$ cat src/rtl/cpu_ctrl_pkg.sv
// Shared state, opcode and ALU encodings for the hardwired control sequencer.
package cpu_ctrl_pkg;

    typedef enum logic [2:0] {T0, T1, T2, T3, T4, T5, T6, HALT} state_t;

    typedef enum logic [2:0] {
        C_NOP, C_ALU2, C_ALU1, C_MULDIV, C_HALT
    } iclass_t;

    localparam logic [4:0] OP_ADD  = 5'b00011;
    localparam logic [4:0] OP_SUB  = 5'b00100;
    localparam logic [4:0] OP_AND  = 5'b00101;
    localparam logic [4:0] OP_OR   = 5'b00110;
    localparam logic [4:0] OP_ROR  = 5'b00111;
    localparam logic [4:0] OP_ROL  = 5'b01000;
    localparam logic [4:0] OP_SHR  = 5'b01001;
    localparam logic [4:0] OP_SHRA = 5'b01010;
    localparam logic [4:0] OP_SHL  = 5'b01011;
    localparam logic [4:0] OP_MUL  = 5'b01111;
    localparam logic [4:0] OP_DIV  = 5'b10000;
    localparam logic [4:0] OP_NEG  = 5'b10001;
    localparam logic [4:0] OP_NOT  = 5'b10010;
    localparam logic [4:0] OP_NOP  = 5'b11010;
    localparam logic [4:0] OP_HALT = 5'b11011;

    // Zero is reserved as the idle ALU select.
    localparam logic [4:0] ALU_ADD  = 5'b00001;
    localparam logic [4:0] ALU_SUB  = 5'b00010;
    localparam logic [4:0] ALU_MUL  = 5'b00011;
    localparam logic [4:0] ALU_DIV  = 5'b00100;
    localparam logic [4:0] ALU_SHR  = 5'b00101;
    localparam logic [4:0] ALU_SHRA = 5'b00110;
    localparam logic [4:0] ALU_SHL  = 5'b00111;
    localparam logic [4:0] ALU_ROR  = 5'b01000;
    localparam logic [4:0] ALU_ROL  = 5'b01001;
    localparam logic [4:0] ALU_AND  = 5'b01010;
    localparam logic [4:0] ALU_OR   = 5'b01011;
    localparam logic [4:0] ALU_NEG  = 5'b01100;
    localparam logic [4:0] ALU_NOT  = 5'b01101;

    typedef struct packed {
        logic pc_out;
        logic zlo_out;
        logic zhi_out;
        logic mdr_out;
        logic pc_enable;
        logic pc_increment;
        logic mar_enable;
        logic mdr_enable;
        logic read;
        logic ir_enable;
        logic y_enable;
        logic z_enable;
        logic lo_enable;
        logic hi_enable;
        logic halted;
        logic instr_done;
    } strobe_t;

    function automatic logic [4:0] alu_sel(input logic [4:0] opcode);
        case (opcode)
            OP_ADD:  return ALU_ADD;
            OP_SUB:  return ALU_SUB;
            OP_AND:  return ALU_AND;
            OP_OR:   return ALU_OR;
            OP_ROR:  return ALU_ROR;
            OP_ROL:  return ALU_ROL;
            OP_SHR:  return ALU_SHR;
            OP_SHRA: return ALU_SHRA;
            OP_SHL:  return ALU_SHL;
            OP_MUL:  return ALU_MUL;
            OP_DIV:  return ALU_DIV;
            OP_NEG:  return ALU_NEG;
            OP_NOT:  return ALU_NOT;
            default: return 5'b00000;
        endcase
    endfunction

    function automatic iclass_t instr_class(input logic [4:0] opcode);
        case (opcode)
            OP_ADD, OP_SUB, OP_AND, OP_OR, OP_ROR,
            OP_ROL, OP_SHR, OP_SHRA, OP_SHL: return C_ALU2;
            OP_NEG, OP_NOT:                  return C_ALU1;
            OP_MUL, OP_DIV:                  return C_MULDIV;
            OP_HALT:                         return C_HALT;
            default:                         return C_NOP;
        endcase
    endfunction

endpackage

$ cat src/rtl/alu_control_sequencer_reg_select_decoder.sv
// One-hot general register select; out-of-range indexes select nothing.
module reg_select_decoder #(
    parameter int NREG = 16,
    parameter int FW   = 4
) (
    input  logic [FW-1:0]   field,
    input  logic            en,
    output logic [NREG-1:0] sel
);

    always_comb begin
        sel = '0;
        for (int i = 0; i < NREG; i++) begin
            sel[i] = en && (int'(field) == i);
        end
    end

endmodule

$ cat src/rtl/alu_control_sequencer.sv
// Hardwired fetch/execute sequencer driving the datapath control strobes.
module alu_control_sequencer
    import cpu_ctrl_pkg::*;
#(
    parameter int NREG = 16,
    parameter int OPW  = 5
) (
    input  logic            clk,
    input  logic            clr,
    input  logic [31:0]     ir,
    input  logic            mem_ready,
    output logic            pc_out,
    output logic            zlo_out,
    output logic            zhi_out,
    output logic            mdr_out,
    output logic            pc_enable,
    output logic            pc_increment,
    output logic            mar_enable,
    output logic            mdr_enable,
    output logic            read,
    output logic            ir_enable,
    output logic            y_enable,
    output logic            z_enable,
    output logic            lo_enable,
    output logic            hi_enable,
    output logic [OPW-1:0]  op_code,
    output logic [NREG-1:0] reg_in,
    output logic [NREG-1:0] reg_out,
    output logic            halted,
    output logic            instr_done
);

    state_t          state, state_n;
    iclass_t         cls;
    strobe_t         strb_d, strb_q;
    logic [OPW-1:0]  op_d, op_q;
    logic [NREG-1:0] reg_in_d, reg_in_q;
    logic [NREG-1:0] reg_out_d, reg_out_q;
    logic            in_en, out_en;
    logic [3:0]      out_sel;
    logic            unused_ir;

    assign cls       = instr_class(ir[31:27]);
    assign unused_ir = ^ir[14:0];

    always_ff @(posedge clk) begin
        if (clr) begin
            state     <= T0;
            strb_q    <= '0;
            op_q      <= '0;
            reg_in_q  <= '0;
            reg_out_q <= '0;
        end else begin
            state     <= state_n;
            strb_q    <= strb_d;
            op_q      <= op_d;
            reg_in_q  <= reg_in_d;
            reg_out_q <= reg_out_d;
        end
    end

    always_comb begin
        state_n = state;
        strb_d  = '0;
        op_d    = '0;
        in_en   = 1'b0;
        out_en  = 1'b0;
        out_sel = ir[22:19];
        unique case (state)
            T0: begin
                strb_d.pc_out       = 1'b1;
                strb_d.mar_enable   = 1'b1;
                strb_d.pc_increment = 1'b1;
                strb_d.z_enable     = 1'b1;
                state_n = T1;
            end
            T1: begin
                strb_d.zlo_out    = 1'b1;
                strb_d.read       = 1'b1;
                strb_d.mdr_enable = 1'b1;
                strb_d.pc_enable  = mem_ready;
                if (mem_ready) state_n = T2;
            end
            T2: begin
                strb_d.mdr_out   = 1'b1;
                strb_d.ir_enable = 1'b1;
                state_n = T3;
            end
            T3: begin
                out_en            = 1'b1;
                strb_d.y_enable   = 1'b1;
                strb_d.instr_done = (cls == C_NOP);
                if (cls == C_HALT) state_n = HALT;
                else if (cls == C_NOP) state_n = T0;
                else state_n = T4;
            end
            T4: begin
                out_en          = 1'b1;
                out_sel         = (cls == C_ALU1) ? ir[22:19] : ir[18:15];
                op_d            = OPW'(alu_sel(ir[31:27]));
                strb_d.z_enable = 1'b1;
                state_n = T5;
            end
            T5: begin
                op_d           = OPW'(alu_sel(ir[31:27]));
                strb_d.zlo_out = 1'b1;
                if (cls == C_MULDIV) begin
                    strb_d.lo_enable = 1'b1;
                    state_n = T6;
                end else begin
                    in_en             = 1'b1;
                    strb_d.instr_done = 1'b1;
                    state_n = T0;
                end
            end
            T6: begin
                op_d              = OPW'(alu_sel(ir[31:27]));
                strb_d.zhi_out    = 1'b1;
                strb_d.hi_enable  = 1'b1;
                strb_d.instr_done = 1'b1;
                state_n = T0;
            end
            HALT: begin
                strb_d.halted = 1'b1;
            end
        endcase
    end

    reg_select_decoder #(.NREG(NREG), .FW(4)) u_reg_in (
        .field (ir[26:23]),
        .en    (in_en),
        .sel   (reg_in_d)
    );

    reg_select_decoder #(.NREG(NREG), .FW(4)) u_reg_out (
        .field (out_sel),
        .en    (out_en),
        .sel   (reg_out_d)
    );

    assign pc_out       = strb_q.pc_out;
    assign zlo_out      = strb_q.zlo_out;
    assign zhi_out      = strb_q.zhi_out;
    assign mdr_out      = strb_q.mdr_out;
    assign pc_enable    = strb_q.pc_enable;
    assign pc_increment = strb_q.pc_increment;
    assign mar_enable   = strb_q.mar_enable;
    assign mdr_enable   = strb_q.mdr_enable;
    assign read         = strb_q.read;
    assign ir_enable    = strb_q.ir_enable;
    assign y_enable     = strb_q.y_enable;
    assign z_enable     = strb_q.z_enable;
    assign lo_enable    = strb_q.lo_enable;
    assign hi_enable    = strb_q.hi_enable;
    assign halted       = strb_q.halted;
    assign instr_done   = strb_q.instr_done;
    assign op_code      = op_q;
    assign reg_in       = reg_in_q;
    assign reg_out      = reg_out_q;

endmodule

$ cat config.mk
export PLATFORM = sky130hd
export DESIGN_NAME = alu_control_sequencer
export DESIGN_NICKNAME = d
export VERILOG_FILES = /design/src/rtl/cpu_ctrl_pkg.sv /design/src/rtl/alu_control_sequencer_reg_select_decoder.sv /design/src/rtl/alu_control_sequencer.sv
export SDC_FILE = /design/constraint.sdc
export NUM_CORES = 1
export LEC_CHECK = 0
export CAP_MARGIN = 25
export CELL_PAD_IN_SITES_DETAIL_PLACEMENT = 0
export CELL_PAD_IN_SITES_GLOBAL_PLACEMENT = 1
export CORE_MARGIN = 2
export CORE_UTILIZATION = 48
export CTS_BUF_LIST = sky130_fd_sc_hd__clkbuf_16
export CTS_CLUSTER_DIAMETER = 100
export DETAILED_ROUTE_END_ITERATION = 16
export DONT_BUFFER_PORTS = 1
export MAX_ROUTING_LAYER = met4
export PLACE_DENSITY = 0.79
export RECOVER_POWER = 50
export SLEW_MARGIN = 20
export SYNTH_ARGS = -nofsm -noshare
export SYNTH_HDL_FRONTEND = slang
export SYNTH_SLANG_ARGS = --single-unit
$ cat constraint.sdc
create_clock -name clk -period 5.5 [get_ports clk]
set_input_delay 0.825 -clock clk [delete_from_list [all_inputs] [get_ports clk]]
set_output_delay 0.825 -clock clk [all_outputs]
set_load 0.05 [all_outputs]
* Word-level counts from Yosys, hierarchy flattened
Memory sizes are Yosys's and may differ from the RTL's.
Cells that the tools add are included.
** Word-level totals
- Memory bits (writable) :: 0
- Memories kept :: 4
- Logic and storage cells :: 130
- Output and inout bits :: 53
- Flip-flop bits (word level) :: 54
- ROM bits :: 480
- Bits of input ports :: 35
- Latch bits :: 0
** Memories
- (no name shown) :: depth 32, bits a word 4, rd ports 1, clocked after Yosys merged registers in 0, wr ports 0, RTL line cpu_ctrl_pkg.sv:61 : case (opcode)
- (no name shown) :: depth 32, bits a word 4, rd ports 1, clocked after Yosys merged registers in 0, wr ports 0, RTL line cpu_ctrl_pkg.sv:61
- (no name shown) :: depth 32, bits a word 4, rd ports 1, clocked after Yosys merged registers in 0, wr ports 0, RTL line cpu_ctrl_pkg.sv:61
- (no name shown) :: depth 32, bits a word 3, rd ports 1, clocked after Yosys merged registers in 0, wr ports 0, RTL line cpu_ctrl_pkg.sv:80 : case (opcode)
** Cells by class
- Muxes and demuxes :: 22
- Reduce and logical (&&, ||, !) cells :: 43
- Div/mod/pow operators :: 0
- Add/subtract/negate cells :: 0
- Shift-type cells :: 0
- Eq/ne operators :: 41
- $lt $le $gt $ge :: 0
- Multipliers :: 0
- Bitwise gates (word level) :: 2
** Operators with widths (count)
- 4-bit == test, second input constant :: 16
- 4-bit by 3-bit == test with 1-bit output, second input constant :: 8
- 1-bit logical AND :: 32
- 3-bit case mux with 7 select lines :: 1
- 4-bit by 2-bit == test with 1-bit output, second input constant :: 4
- 3-bit == test, second input constant :: 5
- 5-bit case mux with 3 select lines :: 1
- 3-bit by 2-bit == test with 1-bit output, second input constant :: 4
- 3-bit 2-to-1 mux :: 4
- 1-bit 2-to-1 mux :: 11
- 2-bit OR reduction :: 5
- 4-bit by 1-bit == test with 1-bit output, second input constant :: 2
- 4-bit logical NOT :: 2
- 4-bit 2-to-1 mux :: 2
- 7-bit nonzero test :: 1
- 3-bit logical NOT :: 2
- 2-bit 2-to-1 mux :: 2
- 3-bit by 1-bit == test with 1-bit output, second input constant :: 1
- 1-bit case mux with 3 select lines :: 1
- 2-bit inequality test, second input constant :: 1
- 1-bit inverter :: 2
- 2-bit AND reduction :: 1

* Longest topological paths before layout
An unclocked memory read counts as a cell.
- Depth after elaboration :: 6
- Mapped depth :: 7
- Gate-level depth less buffers :: 6

* By module
From an unflattened synthesis, not the netlist that was laid out.
** Unflattened totals
- Cells, all modules :: 226
- Area, all modules :: 2092.0 um2
** Modules (own cells, without submodules)
- alu_control_sequencer :: area an instance 1856.8 um2, cells an instance 180, seq. area each 1001.0 um2, times used 1
- reg_select_decoder :: area an instance 117.6 um2, cells an instance 23, seq. area each 0.0 um2, times used 2

* Worst setup path before layout
Ideal clock, no wire load.
- Kind :: input port to flip-flop
- From :: input ir[27]
- To :: register reg_out_q[10] (netlist: reg_out[10])
- Setup time :: 132 ps
- Arrival :: 2419 ps
- Stages :: 7
- Buffers on the path :: 2
- Path slack :: 2949 ps
- Required time :: 5368 ps
- Cells stage by stage :: ha_1 -> buf_6 -> or4b_4 -> buf_6 -> or3_4 -> a31oi_4 -> nor3_1
** Between the ends
- Cells in the longest elaborated chain, start to end :: 6
** RTL lines
- start, declared :: RTL line alu_control_sequencer.sv:10 : input logic [31:0] ir,
- memory 32 x 3 bit
- 3-bit by 2-bit == test with 1-bit output :: RTL line alu_control_sequencer.sv:99 : out_sel = (cls == C_ALU1) ? ir[22:19] : ir[18:15];
- 4-bit 2-to-1 mux :: RTL line alu_control_sequencer.sv:99
- 4-bit 2-to-1 mux :: RTL line alu_control_sequencer.sv:69 : unique case (state)
- 4-bit == test :: RTL line alu_control_sequencer_reg_select_decoder.sv:14 : sel[i] = en && (int'(field) == i);
- 1-bit logical AND :: RTL line alu_control_sequencer_reg_select_decoder.sv:14
- end signal, assigned :: RTL line alu_control_sequencer.sv:58 : reg_out_q <= reg_out_d;
- end, declared :: RTL line alu_control_sequencer.sv:38 : logic [NREG-1:0] reg_out_d, reg_out_q;
Every way passes these cells.
A chain may end at the register's enable or synchronous reset.

* Worst setup path after layout
- From :: input ir[27]
- To :: register reg_out_q[1] (netlist: reg_out[1])
** Between the ends
- Cells in the longest elaborated chain, start to end :: 6
** RTL lines (RTL line)
- memory 32 x 3 bit
- 3-bit by 2-bit == test with 1-bit output :: alu_control_sequencer.sv:99
- 4-bit 2-to-1 mux :: alu_control_sequencer.sv:99
- 4-bit 2-to-1 mux :: alu_control_sequencer.sv:69
- 4-bit by 2-bit == test with 1-bit output :: alu_control_sequencer_reg_select_decoder.sv:14
- 1-bit logical AND :: alu_control_sequencer_reg_select_decoder.sv:14
Every way passes these cells.

==> results.txt <==
----------------------------------------------------
[Logic synthesis]
  Flip-flop and latch count after synthesis ... 50
  Share of Yosys cell area claimed by the top area cell type ... 0.499
  Distinct cell type count after synthesis ... 47
  Async SR Flop Fraction ... 0
  Post-synth EDFFs ... 0
  Combinational family with the most area after synthesis ... simple AND/OR/NAND/NOR gates
  Synth area leaders ... sky130_fd_sc_hd__dfxtp_1 50%, sky130_fd_sc_hd__nor3_1 6.5%, sky130_fd_sc_hd__nor2_1 4.3%
  Post-synthesis instance area ... about 2000 um2
  Post-synth top flop ... sky130_fd_sc_hd__dfxtp_1
  Post-synthesis average cell area ... approximately 9.6 um2
  Xor/xnor cell area share of the yosys netlist ... 0
  Mux contribution to synthesized area ... 0.0324
  Gate count after technology mapping ... roughly 210
  Post-synthesis share of cell area spent on full adders, half adders and majority gates ... 0.0250
  Leading area contributor after synthesis ... sky130_fd_sc_hd__dfxtp_1
  Share of the yosys chip area belonging to registers ... 0.499
  Area fraction in compound gates after synthesis ... 0.128
  Nets in the synthesized netlist ... about 250
  Count of synthesis-stage warnings from yosys ... 0
  Area share of and/or/nand/nor cells after synthesis ... 0.250

[Pwr]
  Total power divided by cell area ... 348 nW/um2
  Pleak ... around 0.8 nW
  Maximum ir drop on the vdd rail ... roughly 120 uV

[Setup path]
  Type of destination of the critical path ... register
  CP Class ... in -> reg
  CP startpoint kind ... input port
  Critical path's slowest cell ... sky130_fd_sc_hd__or4b_4
  Cells along the critical path ... ha_1 > or4b_4 > o211a_1 > a311oi_4 > nor3_1
  Data arrival time of the worst path ... around 2500 ps
  Worst setup path startpoint ... ir[27]
  Critical path fanouts, max ... 9
  Data required, critical path ... between 5000 and 6000 ps
  Launch point of the worst reg-to-reg path ... state[2]
  Peak per-stage delay on the critical path ... 580 ps

[Clocking]
  Skew-Pair Late Insertion Delay ... 280 ps
  Clock sink total ... 50
  Max H-tree Level ... 2
  Post-CTS setup buffers ... 0
  Resized Gates After CTS ... 0
  Maximum buffer depth of the clock tree ... 2
  Number of buffers added by the clock tree synthesis step ... 5
  Clock tree root buffer cell ... sky130_fd_sc_hd__clkbuf_16
  CTS hold repair buffers ... 0
  TritonCTS clock tree ... yes
  Clock slew at the register clock pins of the worst setup and hold paths ... 60 ps

[Routing]
  Wire length per cell after detailed routing ... 14.6 um
  Via-per-instance ratio ... roughly 5.6
  Number of iterations in the first detailed-routing pass ... 4
  Total wire length after detailed routing ... approximately 3.7 mm
  DRT iter0 DRCs ... 67
  Post-detailed-route DRC marker count ... 0
  Vias ... roughly 1400
  Count of nets left with antenna violations after detail routing ... 0

[Place]
  Number of buffers added on ports ... 0
  Final HPWL from detailed placement ... ~2.7 mm
  Worst setup slack after placement ... around 2900 ps
  Global placer's final weighted congestion ... just under 0.8

[STA]
  Pins over their slew limit ... 0
  Slew of the pin with the lowest slew margin ... ~950 ps
  Post-route clock skew ... 5.42 ps
  Final worst-path cycle share ... 0.422
  Total Neg Setup Slack ... 0 ps
  Minimum clock period ... around 2300 ps
  Hold slack final ... a little over 600 ps
  Number of failing hold endpoints at the final stage ... 0
  Worst-case headroom to the max-slew limit ... 0.367
  Count of final setup violators ... 0
  RSZ-0062 raised after global routing ... no
  Highest achievable clock rate ... 430 MHz
  Final setup margin ... 3180 ps

[Layout]
  Ratio of cells with drive above 1 in the final layout ... 0.0990
  Most frequent standard cell in the layout excluding fill and tap cells ... sky130_fd_sc_hd__dfxtp_1
  P&R area growth vs syn ... 6.11%
  Inserted Diodes ... 0
  Highest-count cells in the layout ignoring fill and taps ... 50 x sky130_fd_sc_hd__dfxtp_1, 26 x sky130_fd_sc_hd__nor3_1, 23 x sky130_fd_sc_hd__nor2_1
  Final net count ... between 200 and 250

[GRT]
  Total GRT Usage ... 0.178
  Global-route wire length before repair ... roughly 6.1 mm
  Total grt overflow ... 0
  Via count of the first global-routing pass ... around 1300
  Number of antenna violations at the first check in global routing ... 0
  Largest net degree at the start of global routing ... 17

[Floorplanning]
  Row cnt ... 23
  Die extent in x ... about 70 um
  Die Ht ... around 69 um
  Effective utilization at floorplan ... 0.501
  Floorplan Core Area ... between 4000 and 5000 um2
  I/O pins ... 88
  Total Die Area ... approximately 4700 um2

[Job]
  Max-cap check violation count ... 0

[Status]
  Status ... finished clean

[Min path]
  HP Start ... clr
  Class of the most critical hold timing path ... in -> reg

----------------------------------------------------
## flip-flops by register name, summed over array words and instances (netlist names)
register    count
mar_enable      1
y_enable        1
instr_done      1
state           3
ir_enable       1
halted          1
z_enable        1
hi_enable       1
zlo_out         1
reg_out        16
lo_enable       1
reg_in         16
mdr_enable      1
op_code         4
pc_enable       1
## layer usage
| layer | up-vias | part of all wire | GRT usage |
|---|---|---|---|
| met5 | - | 0 | - |
| met4 | 0 | 0.018 | 0.0700 |
| met3 | 6 | 0.076 | 0.0503 |
| met2 | 50 | 0.51 | 0.293 |
| met1 | 662 | 0.40 | 0.205 |
| li1 | 701 | - | - |
## synth_stat cells (all sizes together), types with 2 or more instances
cell / number
dfxtp: 50
nor3: 26
nor2: 24
buf: 9
inv: 9
nand2: 9
nor2b: 9
nor3b: 7
o21ai: 7
clkbuf: 6
a21oi: 5
mux2i: 5
nand2b: 5
ha: 4
a31oi: 3
o21a: 3
nand3b: 2
nand4b: 2
nor4: 2
o22ai: 2
or3: 2
## critical path, delay by kind of cell
kind                     cells  cell delay, ps
AO/OA/AOI/OAI                2             670
adder cells (fa/ha/maj)      1             280
AND/OR/NAND/NOR              2             700
## area by class of cell
class,count,area (um2)
clock buffers,5,125
clock inverters,3,21.3
fillers,363,1870
inverters,9,33.8
multi-input cells,134,877
flip-flops and latches,50,1000
well taps,50,62.6
repair buffers,1,7.51
## report_power, final
| part | switching (mW) | leakage, nW | internal (mW) |
|---|---|---|---|
| Combinational | 0.0358 | 0.306 | 0.0210 |
| Clock | 0.123 | 0.0698 | 0.168 |
| Sequential | 0.0251 | 0.404 | 0.368 |
| Total | 0.184 | 0.780 | 0.558 |
## per-stage QoR
stage,utilization,std cells,cell area [um2],power [mW]
after floorplan,-,208,2010,0.458
after global placement,0.495,244,1980,0.457
after detailed placement,0.495,244,1980,0.459
after CTS,0.532,252,2130,0.749
after global routing,0.532,252,2130,0.775
final,0.532,252,2130,0.741
## final timing paths
check                     to  slack (ps)  cells past startpoint
setup / recovery  reg_out[1]        3180                      5
hold / removal    mar_enable         610                      1
setup reg to reg  reg_out[3]        3280                      4
hold reg to reg      zlo_out         660                      1
## cells by family (layout without fill, tap and decap cells)
group / after synthesis / after routing
flip-flops: 50 / 50
multiplexers: 6 / 6
other: 1 / 1
AND/OR/NAND/NOR: 92 / 92
buffers and inverters: 24 / 18
AO/OA/AOI/OAI: 31 / 31
adder cells (fa/ha/maj): 4 / 4
No activity file was read; power rests on OpenSTA's default activity.
